$ cat src/rtl/rv_pkg.sv
`default_nettype none
// ============================================================================
// Module      : rv_pkg
// Description : Shared definitions for the register-file writeback path.
//               This package holds the register address width, the register
//               count, the default data width, and the writeback request
//               bundle.
//               reg_onehot() returns a decoded register mask. Bit 0 of that
//               mask is always cleared because x0 is never tracked.
// Revision    : 1.0  initial release
// ============================================================================
package rv_pkg;

  localparam int REG_ADDR_W = 5;
  localparam int NUM_REGS   = 32;
  localparam int XLEN       = 32;

  // One writeback requester as seen by the controller.
  typedef struct packed {
    logic                  valid;
    logic [REG_ADDR_W-1:0] rd;
    logic [XLEN-1:0]       data;
  } wb_req_t;

  // Decoded register mask. x0 is hard-wired, so its bit is never produced.
  function automatic logic [NUM_REGS-1:0] reg_onehot(input logic [REG_ADDR_W-1:0] addr);
    logic [NUM_REGS-1:0] mask;
    mask      = '0;
    mask[addr] = 1'b1;
    mask[0]   = 1'b0;
    return mask;
  endfunction

endpackage : rv_pkg
`default_nettype wire

$ cat src/rtl/rr_arbiter.sv
`default_nettype none
// ============================================================================
// Module      : rr_arbiter
// Description : Two-input round-robin arbiter with a combinational grant.
//               A lone request is granted in the same cycle. When both inputs
//               request, the input that was not granted last wins. The
//               pointer moves only when a grant is issued, and it moves away
//               from the winner. The grant is forced low while reset is held.
// Ports       : clock    - rising-edge clock
//               reset_n  - asynchronous active-low reset; the pointer
//                          favours req[0] after reset
//               req[1:0] - request lines
//               gnt[1:0] - one-hot (or zero) grant
// Revision    : 1.0  initial release
// ============================================================================
module rr_arbiter (
  input  logic       clock,
  input  logic       reset_n,
  input  logic [1:0] req,
  output logic [1:0] gnt
);

  // 0: req[0] wins a tie, 1: req[1] wins a tie.
  logic r_prio_1;
  logic [1:0] w_gnt;

  always_comb begin
    w_gnt = 2'b00;
    if (reset_n) begin
      case (req)
        2'b01:   w_gnt = 2'b01;
        2'b10:   w_gnt = 2'b10;
        2'b11:   w_gnt = r_prio_1 ? 2'b10 : 2'b01;
        default: w_gnt = 2'b00;
      endcase
    end
  end

  assign gnt = w_gnt;

  // A grant is always a completed handshake, because ready is the grant.
  // For that reason the pointer only needs to look at gnt.
  always_ff @(posedge clock or negedge reset_n) begin
    if (!reset_n) begin
      r_prio_1 <= 1'b0;
    end else if (w_gnt[0]) begin
      r_prio_1 <= 1'b1;
    end else if (w_gnt[1]) begin
      r_prio_1 <= 1'b0;
    end
  end

endmodule : rr_arbiter
`default_nettype wire

$ cat src/rtl/rf_wb_ctrl.sv
`default_nettype none
// ============================================================================
// Module      : rf_wb_ctrl
// Description : Register-file writeback controller with an issue scoreboard.
//               - Issue side:
//                   - issue_hazard blocks an instruction when any of its
//                     registers (rs1, rs2 or rd) has a pending write.
//                   - An accepted issue marks its rd as busy.
//               - Writeback side:
//                   - Two requesters (wb0 = ALU, wb1 = load unit) are
//                     arbitrated round-robin.
//                   - The winner is registered once and presented on the
//                     register-file write port in the following cycle.
//                   - The busy bit for that register clears on the same edge
//                     where the register file commits the write.
//                   - If a new issue targets the same register on that edge,
//                     the busy bit stays set (set wins).
// Ports       : clock, reset_n                  - clock, async active-low reset
//               issue_valid/rd/rs1/rs2          - issuing instruction
//               issue_hazard                    - issue blocked this cycle
//               wb0_valid/ready/rd/data         - writeback requester 0
//               wb1_valid/ready/rd/data         - writeback requester 1
//               write_enable/rd_address/rd_data - register-file write port
//               busy[31:0]                      - pending-write scoreboard
// Note        : XLEN must equal rv_pkg::XLEN. The writeback bundle carries
//               the package data width.
// Revision    : 1.0  initial release
// ============================================================================
module rf_wb_ctrl
  import rv_pkg::*;
#(
  parameter int XLEN = rv_pkg::XLEN
) (
  input  logic                           clock,
  input  logic                           reset_n,

  input  logic                           issue_valid,
  input  logic [rv_pkg::REG_ADDR_W-1:0]  issue_rd,
  input  logic [rv_pkg::REG_ADDR_W-1:0]  issue_rs1,
  input  logic [rv_pkg::REG_ADDR_W-1:0]  issue_rs2,
  output logic                           issue_hazard,

  input  logic                           wb0_valid,
  output logic                           wb0_ready,
  input  logic [rv_pkg::REG_ADDR_W-1:0]  wb0_rd,
  input  logic [XLEN-1:0]                wb0_data,

  input  logic                           wb1_valid,
  output logic                           wb1_ready,
  input  logic [rv_pkg::REG_ADDR_W-1:0]  wb1_rd,
  input  logic [XLEN-1:0]                wb1_data,

  output logic                           write_enable,
  output logic [rv_pkg::REG_ADDR_W-1:0]  rd_address,
  output logic [XLEN-1:0]                rd_data,

  output logic [rv_pkg::NUM_REGS-1:0]    busy
);

  // --------------------------------------------------------------------------
  // Writeback arbitration
  // --------------------------------------------------------------------------
  wb_req_t    w_wb0;
  wb_req_t    w_wb1;
  wb_req_t    w_win;
  logic [1:0] w_gnt;
  logic       w_handshake;

  assign w_wb0 = '{valid: wb0_valid, rd: wb0_rd, data: wb0_data};
  assign w_wb1 = '{valid: wb1_valid, rd: wb1_rd, data: wb1_data};

  rr_arbiter u_arb (
    .clock   (clock),
    .reset_n (reset_n),
    .req     ({w_wb1.valid, w_wb0.valid}),
    .gnt     (w_gnt)
  );

  assign wb0_ready   = w_gnt[0];
  assign wb1_ready   = w_gnt[1];
  assign w_handshake = |w_gnt;
  assign w_win       = w_gnt[1] ? w_wb1 : w_wb0;

  // --------------------------------------------------------------------------
  // Register-file write port
  //   A handshake is captured once here, so the write pulse lasts a single
  //   cycle. A write to x0 is consumed but never enables the port.
  // --------------------------------------------------------------------------
  logic                  r_write_enable;
  logic [REG_ADDR_W-1:0] r_rd_address;
  logic [XLEN-1:0]       r_rd_data;

  always_ff @(posedge clock or negedge reset_n) begin
    if (!reset_n) begin
      r_write_enable <= 1'b0;
      r_rd_address   <= '0;
      r_rd_data      <= '0;
    end else begin
      r_write_enable <= w_handshake && (w_win.rd != '0);
      if (w_handshake) begin
        r_rd_address <= w_win.rd;
        r_rd_data    <= w_win.data;
      end
    end
  end

  assign write_enable = r_write_enable;
  assign rd_address   = r_rd_address;
  assign rd_data      = r_rd_data;

  // --------------------------------------------------------------------------
  // Issue hazard and scoreboard
  // --------------------------------------------------------------------------
  logic [NUM_REGS-1:0] r_busy;
  logic [NUM_REGS-1:0] w_busy_nxt;
  logic                w_hazard;
  logic                w_issue_accept;

  // busy[0] is never set, so x0 operands cannot create a hazard.
  assign w_hazard = reset_n & issue_valid &
                    (r_busy[issue_rs1] | r_busy[issue_rs2] | r_busy[issue_rd]);

  assign w_issue_accept = reset_n & issue_valid & ~w_hazard;

  // The clear is applied first and the set after it, so the set wins when
  // both hit the same register on the same edge.
  always_comb begin
    w_busy_nxt = r_busy;
    if (r_write_enable) begin
      w_busy_nxt = w_busy_nxt & ~reg_onehot(r_rd_address);
    end
    if (w_issue_accept) begin
      w_busy_nxt = w_busy_nxt | reg_onehot(issue_rd);
    end
    w_busy_nxt[0] = 1'b0;
  end

  always_ff @(posedge clock or negedge reset_n) begin
    if (!reset_n) begin
      r_busy <= '0;
    end else begin
      r_busy <= w_busy_nxt;
    end
  end

  assign issue_hazard = w_hazard;
  assign busy         = r_busy;

endmodule : rf_wb_ctrl
`default_nettype wire

$ cat config.mk
export PLATFORM = sky130hd
export DESIGN_NAME = rf_wb_ctrl
export DESIGN_NICKNAME = d
export VERILOG_FILES = /design/src/rtl/rv_pkg.sv /design/src/rtl/rr_arbiter.sv /design/src/rtl/rf_wb_ctrl.sv
export SDC_FILE = /design/constraint.sdc
export NUM_CORES = 1
export LEC_CHECK = 0
export CORE_MARGIN = 2
export CORE_UTILIZATION = 44
export DETAILED_ROUTE_END_ITERATION = 10
export GPL_ROUTABILITY_DRIVEN = 0
export GPL_TIMING_DRIVEN = 0
export PLACE_DENSITY = 0.83
export SLEW_MARGIN = 20
export SYNTH_ARGS = -nofsm -noshare
export SYNTH_HDL_FRONTEND = slang
export SYNTH_SLANG_ARGS = --single-unit
$ cat constraint.sdc
create_clock -name clock -period 6.01 [get_ports clock]
set_input_delay 1.803 -clock clock [delete_from_list [all_inputs] [get_ports clock]]
set_output_delay 1.803 -clock clock [all_outputs]
set_load 0.02 [all_outputs]
==> run summary <==
RR Startpoint: busy[26]
status: finished, final reports clean
worst slew pin tran: 774 ps
vias in the first global route: 4,525
Yosys cell types: 48
Worst Path Buf+Inv: 4
Synth area leader: dfrtp_1
initial drt markers: 312
Hold Path Stages: 2
Final Hold Fails: 0
Initial Utilization: 44.6%
peak supply drop: 0.146 mV
grt total ovfl: 0
WL final: 14.5 mm
top-level I/O count: 167
Critical Path Fanout Max: 10
Max clock buf depth: 2
EDFF count, synth: 0
Critical Path AT: 4190 ps
post-route DRC violation count: 0
R2R cell count: 7
Core Area: 0.00959 mm^2
commonest cells in the netlist: 70 x dfrtp_1, 70 x o21ai_0, 49 x mux2i_1
max_cap viols: 0
Setup Crit Path Kind: primary input to output port
clock slew at reported path FFs: 70 ps
first-pass GRT wire length: 22.8 mm
ys flop type: dfrtp_1
FP Rows: 36
Setup Skew: 12.1 ps
post-synthesis async set-or-reset flop share: 100%
Post-Synthesis Cells: 436
Leakage: 2.37 nW
CP required: 4210 ps
via count: 4,452
CTS buffer count: 9
Synth top area share: 40.9%
setup violators final: 0
Initial DRT Pass Iterations: 5
routed len/inst: 19.5 um
Syn Nets: 530
CTS HTree Levels: 3
crit end category: output port
Power Dens Cells: 328 mW/mm^2
vias per cell: 5.98
Area Overhead vs Synth: 46.6%
mean area per synthesized cell: 9.82 um^2
layout cell share with drive strength beyond 1: 10.5%
Crit path largest cell delay: 500 ps
reg2reg end: busy[11]
highest clock rate: 167 MHz
clk_lat worst skew: 350 ps
register area share after synthesis: 40.9%
NumNets Final: 703
r2r setup slk: 3420 ps
antenna viol nets, final: 0
Synth Register Bits: 70
Hold EP: rd_data[21]
RSZ-0062 raised after global routing: no
initial antenna violation count: 0
DIE AREA: 0.0105 mm^2
hold wc startpoint: rd_data[21]
post-synthesis instance area: 0.00428 mm^2
CP top delay family: compound AO/OA/AOI/OAI gates
dominant cells by area after synthesis: dfrtp_1 41%, mux2i_1 11%, o21ai_0 8.2%
overall power: 2.06 mW
pin count of the biggest net entering global routing: 44
startpoint types: primary input
Final min period: 6000 ps
PortBufs: 159
CTS root buffer: clkbuf_8
n_diodes: 0
Slew Viols, Final: 0
crit path cell chain: dlygate4sd2_1 > clkbuf_8 > and3b_2 > a221o_1 > a32o_1 > or4_1 > buf_6 > o311a_1 > buf_4
final period utilization: 99.8%
CTS Hold Bufs: 0
post-route setup TNS: 0 ps
CTS tree: yes
Total GRT Usage: 28.3%
CTS Sinks: 70
die height: 103 um
Ys Warns: 0
Max-slew headroom: 48.4%
slowest CP cell: or4_1
Die Width: 103 um
HP Class: flip-flop to flip-flop
DP HPWL: 11.1 mm
-- per-layer routing --
layer	track usage (%)	routed length [um]	vias up
met1	33.3	5220	2126
met5	0	0	-
met4	12.8	522	0
met2	48.5	7120	282
li1	-	-	1987
met3	7.46	1650	57
-- report_power, final --
part / internal (mW) / total, mW / switching, mW
Combinational: 0.482 / 0.952 / 0.470
Clock: 0.164 / 0.332 / 0.168
Sequential: 0.599 / 0.774 / 0.175
Total: 1.24 / 2.06 / 0.813
-- cell type report --
type / instances / area [um^2]
buffer: 35 / 179
inverter: 4 / 15.0
timing repair buffer: 164 / 1630
clock buffer: 11 / 151
tap: 133 / 166
multi-input combinational: 325 / 2370
sequential: 70 / 1750
clock inverter: 2 / 10.0
fill: 768 / 3320
-- worst max-delay path by stage --
stage,from,endpoint,slack (ps),cells after the start
after floorplan,issue_rs2[0],issue_hazard,350,7
after global placement,reset_n,wb1_ready,-2300,5
after detailed placement,issue_rs1[0],issue_hazard,-760,8
after CTS,issue_rd[2],issue_hazard,1,9
after global routing,issue_rd[3],issue_hazard,4,9
final,issue_rd[3],issue_hazard,10,9
-- cell usage in the layout (no fill, tap or decap), types with 3 or more instances in the layout --
| cell | synthesis | layout |
|---|---|---|
| nor2_1 | 15 | 15 |
| o21ai_0 | 70 | 70 |
| mux4_2 | 14 | 14 |
| nand3b_1 | 7 | 7 |
| or3_1 | 5 | 5 |
| nor2b_1 | 6 | 6 |
| o21ai_1 | 19 | 18 |
| and3b_1 | 4 | 3 |
| clkbuf_8 | 0 | 12 |
| o41ai_2 | 6 | 6 |
| clkdlybuf4s50_1 | 0 | 153 |
| clkbuf_1 | 20 | 18 |
| mux2i_1 | 49 | 49 |
| inv_1 | 4 | 4 |
| buf_6 | 1 | 3 |
| buf_4 | 2 | 8 |
| o31ai_1 | 6 | 6 |
| nand3_1 | 11 | 11 |
| nand4_1 | 20 | 20 |
| nand2_1 | 47 | 46 |
| buf_1 | 6 | 5 |
| or3b_2 | 4 | 4 |
| a221oi_1 | 4 | 4 |
| mux2_1 | 4 | 4 |
| buf_2 | 8 | 6 |
| dfrtp_1 | 70 | 70 |
-- kinds of logic (layout without fill, tap and decap cells) --
kind of cell	count (synthesis)	count (layout)	synth area share, %
and+or+nand+nor	134	134	16.6
other	1	1	0.0876
DFF	70	70	40.9
buffers and inverters	41	216	4.18
AOI/OAI and AO/OA	121	121	17.9
muxes	69	69	20.4
-- through the flow --
| stage | cell area [um^2] | worst slack [ps] | hold slack, ps | util, % | std cells |
|---|---|---|---|---|---|
| global placement | 6040 | -2300 | 462 | 62.9 | 728 |
| CTS | 6260 | 1.47 | 490 | 65.2 | 743 |
| floorplan | 4280 | 355 | 479 | - | 436 |
| detailed placement | 6060 | -757 | 474 | 63.1 | 729 |
| global route | 6280 | 3.71 | 522 | 65.4 | 744 |
| finish | 6280 | 13.6 | 486 | 65.4 | 744 |
-- flip-flops by register name, indices dropped and copies added, names as in the netlist --
signal / flops
rd_address: 5
rd_data: 32
busy: 31
u_arb.r_prio_1: 1
write_enable: 1
-- repair_timing --
action / CTS / global route
hold endpoints to repair: 0 / 0
setup buffers: 2 / 2
setup endpoints to repair: 1 / 1
pin swaps: 1 / 1
resized for setup: 20 / 4
-- worst reg2reg max path, delay by kind of cell, from the launching register on --
family          cells  cell delay [ps]
compound gates      3              950
mux                 1              310
buf+inv             2              290
simple gates        1              500
flops               1              430
No activity file was read; power rests on OpenSTA's default activity.
==> patch 1, RTL diff (config.mk and constraints unchanged) <==
Change the package constant `NUM_REGS` from 32 to 64.
--- a/src/rtl/rv_pkg.sv
+++ b/src/rtl/rv_pkg.sv
@@ -12,7 +12,7 @@
 package rv_pkg;
 
   localparam int REG_ADDR_W = 5;
-  localparam int NUM_REGS   = 32;
+  localparam int NUM_REGS   = 64;
   localparam int XLEN       = 32;
 
   // One writeback requester as seen by the controller.
Ports: changed (resized busy); port bits go from 167 to 199. No check against the original RTL was run, so the function may have changed too.
==> patch 1 against the unedited design <==
Sequential cell count stayed put. Critical path depth is 2 lower. Synthesized area is 5.6% higher. Wire length is 3.5% higher. Setup slack better by 40 ps. Power is 4.3% higher. First-iteration DRC count is 3.2% higher. Design area is 6.2% higher. Critical path type unchanged. Highest routed layer unchanged.
==> patch 1: results (changes against the unedited design) <==
| Metric | Value |
|---|---|
| Outcome | completed (unchanged) |
| Cells after DPL | 796 (was 729) |
| Largest cells by area after synthesis | dfrtp_1 (39%), mux2i_1 (11%), o21ai_0 (7.7%), mux4_2 (7.0%), buf_4 (5.6%) (was dfrtp_1 (41%), mux2i_1 (11%), o21ai_0 (8.2%), mux4_2 (7.4%), nand2_1 (4.1%)) |
| Synth top cells by count | dfrtp_1 (70), o21ai_0 (70), mux2i_1 (49) (unchanged) |
| Worst Path Arrival | 4150 ps (was 4190 ps) |
| Pre-CTS setup slack | -834 ps (was -757 ps) |
| Capture point of the worst reg-to-reg path | busy[10] (was busy[11]) |
| Nets@finish | 766 (was 703) |
| Final HPWL DP | 11.5 mm (was 11.1 mm) |
| GR Util All Layers | 27.3% (was 28.3%) |
| Clock skew | 10.4 ps (was 12.1 ps) |
| Worst Hold Launch | rd_data[15] (was rd_data[21]) |
| Start of the worst register-to-register path | busy[10] (was busy[26]) |
| Dpl cell area | 0.00643 sq mm (was 0.00606 sq mm) |
| Static Leak | 2.66 nW (was 2.37 nW) |
| Post-CTS Setup Bufs | 3 (was 2) |
| WHS | 491 ps (was 486 ps) |
| FF-to-FF setup slack | 3350 ps (was 3420 ps) |
| Post-synthesis mux area share | 19.3% (was 20.4%) |
| Cell count after synthesis | 468 (was 436) |
| DR WL met2 | 7.48 mm (was 7.12 mm) |
| Number of global-route vias before repair | 4,696 (was 4,525) |
| Met3 Use GR | 9.21% (was 7.46%) |
| Vias | 4,600 (was 4,452) |
| CP peak stage delay | 680 ps (was 500 ps) |
| VDD IR max | 0.000201 V (was 0.000146 V) |
==> patch 1: power by group <==
group          switching [mW]  internal (mW)
logic                   0.493          0.497
clock network           0.174          0.200
registers               0.184          0.598
total                   0.851           1.29
==> patch 1: worst max path at each step <==
stage          slack [ps]         start            to  cells after the start
2_1_floorplan         350  issue_rs2[0]  issue_hazard                      7
3_3_place_gp        -2340       reset_n     wb1_ready                      5
3_5_place_dp         -830  issue_rs1[0]  issue_hazard                      9
4_1_cts                30   issue_rd[2]  issue_hazard                      8
5_1_grt                 5  issue_rs2[1]  issue_hazard                      8
6_report               50  issue_rs1[1]  issue_hazard                      7
==> patch 1: final cells by class <==
type	instances	area, sq um
Fill cell	807	3470
Multi-Input combinational cell	357	2500
Sequential cell	70	1750
Timing Repair Buffer	163	1620
Buffer	67	419
Tap cell	136	170
Clock buffer	11	141
Clock inverter	4	47.5
Inverter	4	15.0
==> patch 1: worst min-delay path, cell delays in order (launching register included) <==
cell,delay (ps)
dfrtp_1,350
nand2_1,50
o21ai_0,60
==> patch 2, RTL diff (config.mk and constraints unchanged) <==
Made on the original files. Make the reset (`reset_n`) synchronous in 3 clocked blocks. Comments in the files are not updated.
--- a/src/rtl/rr_arbiter.sv
+++ b/src/rtl/rr_arbiter.sv
@@ -40,7 +40,7 @@
 
   // A grant is always a completed handshake, because ready is the grant.
   // For that reason the pointer only needs to look at gnt.
-  always_ff @(posedge clock or negedge reset_n) begin
+  always_ff @(posedge clock) begin
     if (!reset_n) begin
       r_prio_1 <= 1'b0;
     end else if (w_gnt[0]) begin
--- a/src/rtl/rf_wb_ctrl.sv
+++ b/src/rtl/rf_wb_ctrl.sv
@@ -90,7 +90,7 @@
   logic [REG_ADDR_W-1:0] r_rd_address;
   logic [XLEN-1:0]       r_rd_data;
 
-  always_ff @(posedge clock or negedge reset_n) begin
+  always_ff @(posedge clock) begin
     if (!reset_n) begin
       r_write_enable <= 1'b0;
       r_rd_address   <= '0;
@@ -135,7 +135,7 @@
     w_busy_nxt[0] = 1'b0;
   end
 
-  always_ff @(posedge clock or negedge reset_n) begin
+  always_ff @(posedge clock) begin
     if (!reset_n) begin
       r_busy <= '0;
     end else begin
Formal check against the unedited RTL: differs if reset_n is asserted again (counterexample within 4 cycles, from zero or initial values and one cycle with reset_n low); with reset_n held inactive, the same outputs for 4 cycles.
==> patch 2 against the unedited design <==
Setup slack better by 86 ps. Largest cell class unchanged. Critical endpoint unchanged. Wire length decreased by 3.1%. Utilization increased by 3.2 points. Design area is 4.2% lower. Sequential cell count is the same. Synthesized area decreased by 7.0%. Register-to-register slack improved by 110 ps. Maximum frequency increased by 1.5%.
Power is not compared: it rests on default switching activity, and its combinational part moved more than twofold at a synthesized area within 25%.
==> patch 2: results (changes against the unedited design) <==
| Metric | Value |
|---|---|
| Synth Area in Compound Gates | 23.9% (was 17.9%) |
| Fraction of layout cells with a size suffix above 1 | 9.22% (was 10.5%) |
| GR Util All Layers | 28.0% (was 28.3%) |
| Largest cells by area after synthesis | dfxtp_1 (35%), a311oi_1 (8.1%), nand2_1 (8.0%), mux4_2 (6.2%), o211ai_1 (6.0%) (was dfrtp_1 (41%), mux2i_1 (11%), o21ai_0 (8.2%), mux4_2 (7.4%), nand2_1 (4.1%)) |
| Outcome | completed (unchanged) |
| Largest net degree at the start of global routing | 13 (was 44) |
| Filler cells | 694 (was 768) |
| Pre-CTS setup slack | -548 ps (was -757 ps) |
| Synth top cells by count | nand2_1 (85), dfxtp_1 (70), nor2_1 (46) (was dfrtp_1 (70), o21ai_0 (70), mux2i_1 (49)) |
| Post-CTS Setup Bufs | 3 (was 2) |
| WL/cell | 18.8 um (was 19.5 um) |
| Post-synthesis mux area share | 13.5% (was 20.4%) |
| First-pass GRT wire length | 22.5 mm (was 22.8 mm) |
| Synth async-reset ratio | 0% (was 100%) |
| Syn Area/Cell | 8.64 sq um (was 9.82 sq um) |
| FF-to-FF setup slack | 3530 ps (was 3420 ps) |
| CP peak stage delay | 530 ps (was 500 ps) |
| Worst Tran Pin Value | 515 ps (was 774 ps) |
| Dpl cell area | 0.00572 sq mm (was 0.00606 sq mm) |
| Seq/Total Area, Yosys | 35.2% (was 40.9%) |
| Mapped Nets | 555 (was 530) |
| Hold worst-path end | rd_data[22] (was rd_data[21]) |
| Capture point of the worst reg-to-reg path | busy[5] (was busy[11]) |
| Max Fclk | 169 MHz (was 167 MHz) |
| IO buf count | 160 (was 159) |
| Vias/cell | 6.14 (was 5.98) |
| Post_cts resized | 11 (was 20) |
## patch 2: cell count changes after synthesis, moves of 7 or more
cell      change
dfxtp_1      +70
o211ai_1     +32
o21ai_0      -70
nand4_1      -18
nand2_1      +38
o21ai_1      -19
mux2_2        +7
clkbuf_1     +15
nor2_1       +31
mux2i_1      -30
a311oi_1     +37
dfrtp_1      -70
o41ai_1      +14
o31ai_1      +10
## patch 2: cell type report
class                   instances  area, sq um  area share, %
well taps                     108          135           2.25
repair buffers                163         1620           26.9
clock buffers                  10          128           2.12
clock inverters                 6          110           1.83
inverters                       7         26.3          0.437
flip-flops and latches         70         1400           23.3
plain buffers                  46          225           3.75
multi-input cells             338         2370           39.4
## patch 2: how the worst max path moves through the flow
stage / start / end / cells past startpoint
after floorplan: issue_rs1[1] / issue_hazard / 8
after detailed placement: issue_rd[0] / issue_hazard / 8
final: issue_rd[3] / issue_hazard / 10
after CTS: issue_rs2[1] / issue_hazard / 10
after global placement: issue_rd[0] / issue_hazard / 8
after global routing: reset_n / wb0_ready / 7
## patch 2: power groups by stage
stage	clock network [mW]	logic [mW]	registers [mW]
CTS	0.461	0.277	0.501
finish	0.458	0.280	0.502
global placement	0	0.267	0.511
global route	0.479	0.298	0.504
detailed placement	0	0.271	0.511
floorplan	0	0.105	0.536
## patch 2: routing by layer
metal | vias to the layer above | part of all wire, % | GRT usage [%]
li1 | 2111 | - | -
met3 | 44 | 12 | 8.22
met4 | 0 | 2.7 | 10.7
met2 | 308 | 49 | 48.8
met1 | 2126 | 36 | 32.4
met5 | - | 0 | 0
## patch 2: worst min-delay path, stage by stage, from the launching register on
cell,delay [ps]
dfxtp_1,310
nand2_1,50
a311oi_1,80
